## config.mk

```make
export PLATFORM = sky130hd
export DESIGN_NAME = seg7_scan
export DESIGN_NICKNAME = d
export VERILOG_FILES = /design/src/rtl/seg7_pkg.sv /design/src/rtl/hex_to_seg7.sv /design/src/rtl/seg7_scan.sv
export SDC_FILE = /design/constraint.sdc
export NUM_CORES = 1
export LEC_CHECK = 0
export BUFFER_PORTS_ARGS = -buffer_cell sky130_fd_sc_hd__buf_2
export CAP_MARGIN = 20
export CORE_MARGIN = 2
export CORE_UTILIZATION = 55
export CTS_CLUSTER_SIZE = 25
export DETAILED_ROUTE_END_ITERATION = 16
export HOLD_SLACK_MARGIN = 0.1
export PLACE_DENSITY = 0.79
export SLEW_MARGIN = 20
export SYNTH_ARGS = -nofsm -noshare
export SYNTH_HDL_FRONTEND = slang
export SYNTH_HIERARCHICAL = 1
export SYNTH_SLANG_ARGS = --single-unit
```

## constraint.sdc

```tcl
create_clock -name clk -period 3.15 [get_ports clk]
set_clock_uncertainty 0.15 [all_clocks]
set_input_delay 0.315 -clock clk [delete_from_list [all_inputs] [get_ports clk]]
set_output_delay 0.315 -clock clk [all_outputs]
set_load 0.02 [all_outputs]
```

## src/rtl/seg7_pkg.sv

```systemverilog
// Shared types and constants for the 8-digit hexadecimal 7-segment scanner.
package seg7_pkg;

  localparam int unsigned NUM_DIGITS = 8;

  typedef logic [6:0] seg7_t;

  localparam seg7_t SEG_BLANK = 7'b0000000;

  // Active-high {g,f,e,d,c,b,a} patterns for 0..F
  localparam seg7_t SEG_TABLE [16] = '{
    7'b0111111, 7'b0000110, 7'b1011011, 7'b1001111,
    7'b1100110, 7'b1101101, 7'b1111101, 7'b0000111,
    7'b1111111, 7'b1101111, 7'b1110111, 7'b1111100,
    7'b0111001, 7'b1011110, 7'b1111001, 7'b1110001
  };

  // Bit i set when nibbles i..7 are all zero; digit 0 is never blanked.
  function automatic logic [7:0] lead_zero_mask(input logic [31:0] word);
    logic [7:0] mask;
    logic       all_zero;
    mask     = '0;
    all_zero = 1'b1;
    for (int unsigned i = NUM_DIGITS - 1; i > 0; i--) begin
      all_zero = all_zero && (word[4*i +: 4] == 4'h0);
      mask[i]  = all_zero;
    end
    return mask;
  endfunction

endpackage

```

## src/rtl/hex_to_seg7.sv

```systemverilog
// Combinational hex nibble to active-high 7-segment pattern.
module hex_to_seg7
  import seg7_pkg::*;
(
  input  logic [3:0] nibble,
  output seg7_t      seg
);

  always_comb begin
    seg = SEG_TABLE[nibble];
  end

endmodule

```

## src/rtl/seg7_scan.sv

```systemverilog
// Time-multiplexed 8-digit hex 7-segment scanner with frame-synchronous
// shadow loading, leading-zero blanking and an anti-ghosting guard interval.
module seg7_scan
  import seg7_pkg::*;
#(
  parameter logic [15:0] DIV_MAX    = 16'd49999,
  parameter int unsigned GUARD      = 4,
  parameter bit          ACTIVE_LOW = 1'b1
) (
  input  logic        clk,
  input  logic        rst,
  input  logic [31:0] value_in,
  input  logic        freeze,
  input  logic        blank_en,
  input  logic [7:0]  dp_in,
  output logic [7:0]  an,
  output logic [6:0]  seg,
  output logic        dp,
  output logic        frame_tick
);

  localparam logic [15:0] GUARD_CNT = 16'(GUARD);
  localparam logic [7:0]  AN_POL    = {8{ACTIVE_LOW}};
  localparam seg7_t       SEG_POL   = {7{ACTIVE_LOW}};

  logic [15:0] cnt;
  logic [2:0]  idx;
  logic [31:0] shadow;
  logic [7:0]  blank_mask;

  logic        tick;
  logic        frame_end;
  logic [3:0]  cur_nibble;
  seg7_t       cur_seg;
  logic [7:0]  an_nxt;
  seg7_t       seg_nxt;
  logic        dp_nxt;

  always_comb begin
    tick       = (cnt == DIV_MAX);
    frame_end  = tick && (idx == 3'd7);
    cur_nibble = shadow[{idx, 2'b00} +: 4];
  end

  hex_to_seg7 u_hex (
    .nibble (cur_nibble),
    .seg    (cur_seg)
  );

  // Active-high view of the next outputs; polarity is applied at the register.
  always_comb begin
    an_nxt  = '0;
    seg_nxt = SEG_BLANK;
    dp_nxt  = 1'b0;
    if (cnt >= GUARD_CNT && !blank_mask[idx]) begin
      an_nxt[idx] = 1'b1;
      seg_nxt     = cur_seg;
      dp_nxt      = dp_in[idx];
    end
  end

  always_ff @(posedge clk) begin
    if (rst) begin
      cnt        <= '0;
      idx        <= '0;
      shadow     <= '0;
      blank_mask <= '0;
      frame_tick <= 1'b0;
      an         <= AN_POL;
      seg        <= SEG_BLANK ^ SEG_POL;
      dp         <= ACTIVE_LOW;
    end else begin
      cnt        <= tick ? '0 : cnt + 16'd1;
      if (tick) begin
        idx <= idx + 3'd1;
      end
      frame_tick <= frame_end;
      if (frame_end && !freeze) begin
        shadow     <= value_in;
        blank_mask <= blank_en ? lead_zero_mask(value_in) : '0;
      end
      an  <= an_nxt ^ AN_POL;
      seg <= seg_nxt ^ SEG_POL;
      dp  <= dp_nxt ^ ACTIVE_LOW;
    end
  end

endmodule

```

==> metrics <==
Total GRT Usage=24.78%; startpoint types=register; die area=0.007478 mm^2; Critical path origin=idx[0]; worst-skew pair later-pin latency=0.35 ns; share of cells above drive strength 1=20.87%; worst-path fanout max=14; Synth Instances=424; Hold WC Path Type=in2reg; Area Overhead vs Synth=22.71%; setup violators final=0; Post-synth EDFFs=0; Critical Path RT=3.29 ns; Flop pwr share=51.4%; Max VDD drop=0.3449 mV; CTS tree=yes; Initial Utilization=55.99%; Design Power=1.866 mW; Pint=1.455 mW; worst rel slew slack=38.71%; dominant cell by count in the synthesized netlist=dfxtp_1; antenna viol nets, final=0; Power Dens Cells=406.4 mW/mm^2; Leakage=1.662 nW; Via-to-Cell Ratio=5.845; pin count of the biggest net entering global routing=48; Yosys cell types=47; mapped cell area=0.003741 mm^2; Synth top cells by count=dfxtp_1 (75), nand4_1 (42), a21oi_1 (38), o21ai_0 (36), nor2_1 (31); Fin Setup TNS=0 ns; synth top area cells=dfxtp_1 (40%), nand4_1 (7.0%), a21oi_1 (5.1%); Reg clk slew, reported paths=0.07 ns; asr flop ratio synth=0%; First-pass DRT Iterations=5; max_cap viols=0; initial antenna violation count=0; first-pass GRT wire length=14700 um; unrepaired setup endpoints after global routing=no; H-Tree Depth=3; number of CTS-inserted buffers=9; Syn. warnings=6; sequential element share of the synthesized area=40.13%; gr ovfl total=0; area leader, netlist=dfxtp_1; clock sink total=75; Setup Slack @ Placement=0.2841 ns; drt first-iter violations=277; fin. max-slew vios=0; fin area=0.004591 mm^2; Arrival @ worst endpoint=3.08 ns; mean post-synth cell area=8.823 um^2; Reg2Reg Launch Point=idx[0]; Sw Ratio=22.05%; n_diodes=0; dpl cell area=0.004064 mm^2; status=finished clean; clock share of power=42.9%; routability cong.=0.8518; Synth Flop Type=dfxtp_1; Die W=86.48 um; crit path capture type=register; Crit Path Class=reg2reg; fin crit period=2.939 ns; Tcrit/Tclk final=93.30%; final core occ=68.71%; Psw=0.4113 mW; Std-Cell Rows=30; Top Ports=61; final HPWL from detailed placement=5925 um; CTS root buf=clkbuf_8; fmax=340.3 MHz; Port Buffers=60; Core Area=0.006681 mm^2; PostCTS Resize Cnt=0; Yosys top cell area share=40.13%; fill cell count=503; FF+latch count, synth=75; Net Count, Synth=479; vias in the first global route=3106; # Post-CTS Setup Buffers=0; clk buf depth=2; DR DRC count=0; Final Hold Fails=0; Worst-Margin Slew=0.9194 ns; drt wl/cell=15.36 um; Vias=3437; final net count=558; Final WS setup=0.2110 ns; Final Routed Wirelength=9032 um; Worst Min Path Start=value_in[12]; Die H=86.48 um; Gate power share=5.7%
## stage by stage
step / hold WS, ns / cells
global placement: 0.3089 / 541
finish: 0.1199 / 588
global route: 0.1176 / 588
detailed placement: 0.3179 / 541
floorplan: 0.2907 / 424
CTS: 0.1150 / 588
## final timing paths
path	end	slack (ns)	cells past startpoint
setup / recovery	seg[3]	0.21	8
hold / removal	shadow[12]	0.12	3
setup reg to reg	seg[3]	0.21	8
hold reg to reg	shadow[16]	0.33	2
## registers in the layout, indices dropped and copies added (netlist names)
register and cells:
cnt 16, idx 3, an 8, seg 7
dp 1, shadow 32, frame_tick 1, blank_mask 7
## routing by layer
metal  vias to the layer above  track usage (%)  wire [um]
met5                         -                0          0
met4                         0            7.813        148
met3                        17            6.000        566
met2                       136            40.42       4398
met1                      1591            32.46       3919
li1                       1693                -          -
## layout by cell type (no fill, tap or decap), types with 3 or more instances in the layout
master         count
a21oi_1           38
a31oi_1            5
and2_1             3
and3_1             4
buf_2             60
buf_4             11
clkbuf_8           9
clkinvlp_4         3
dfxtp_1           75
dlygate4sd3_1     31
ha_1              11
inv_1             14
mux2_1             3
mux2_2             5
mux2i_1           18
nand2_1           20
nand2b_1           8
nand3_1           11
nand4_1           42
nor2_1            31
nor2b_1            4
nor3_1             7
nor4_1            10
o21ai_0           36
o221ai_1           4
xnor2_1           14
## kinds of logic after synthesis
group                    synth area share (%)
AND/OR/NAND/NOR                         24.28
AO/OA/AOI/OAI                           13.01
flip-flops                              40.13
buffers and inverters                   5.853
multiplexers                            9.531
XOR/XNOR                                3.512
adder cells (fa/ha/maj)                 3.679
## final cells by class
class,count,area (um^2),share of cell area (%)
well taps,80,100.1,2.180
multi-input cells,300,2023,44.07
inverters,15,56.30,1.226
clock buffers,9,123.9,2.698
repair buffers,102,693.2,15.10
clock inverters,7,92.59,2.017
flip-flops and latches,75,1501,32.71
## power by group through the flow
stage	clock [mW]	combinational [mW]	sequential, mW
detailed placement	0	0.0738	0.981
global route	0.851	0.116	0.960
global placement	0	0.0733	0.981
CTS	0.813	0.103	0.959
floorplan	0	0.0296	0.985
finish	0.800	0.106	0.959
## what timing repair did
item	CTS	global route
endpoints found under the hold margin	31	0
hold buffers	31	0
setup endpoints to repair	0	0
## worst max-delay path, cell delays in order (launching register included)
cell	delay [ns]
dfxtp_1	0.67
clkinv_1	0.42
a31oi_1	0.28
o221ai_1	0.28
inv_1	0.22
ha_1	0.27
inv_1	0.05
mux4_1	0.47
nand2_1	0.06
Note: power is estimated with default switching activity, not from simulation.
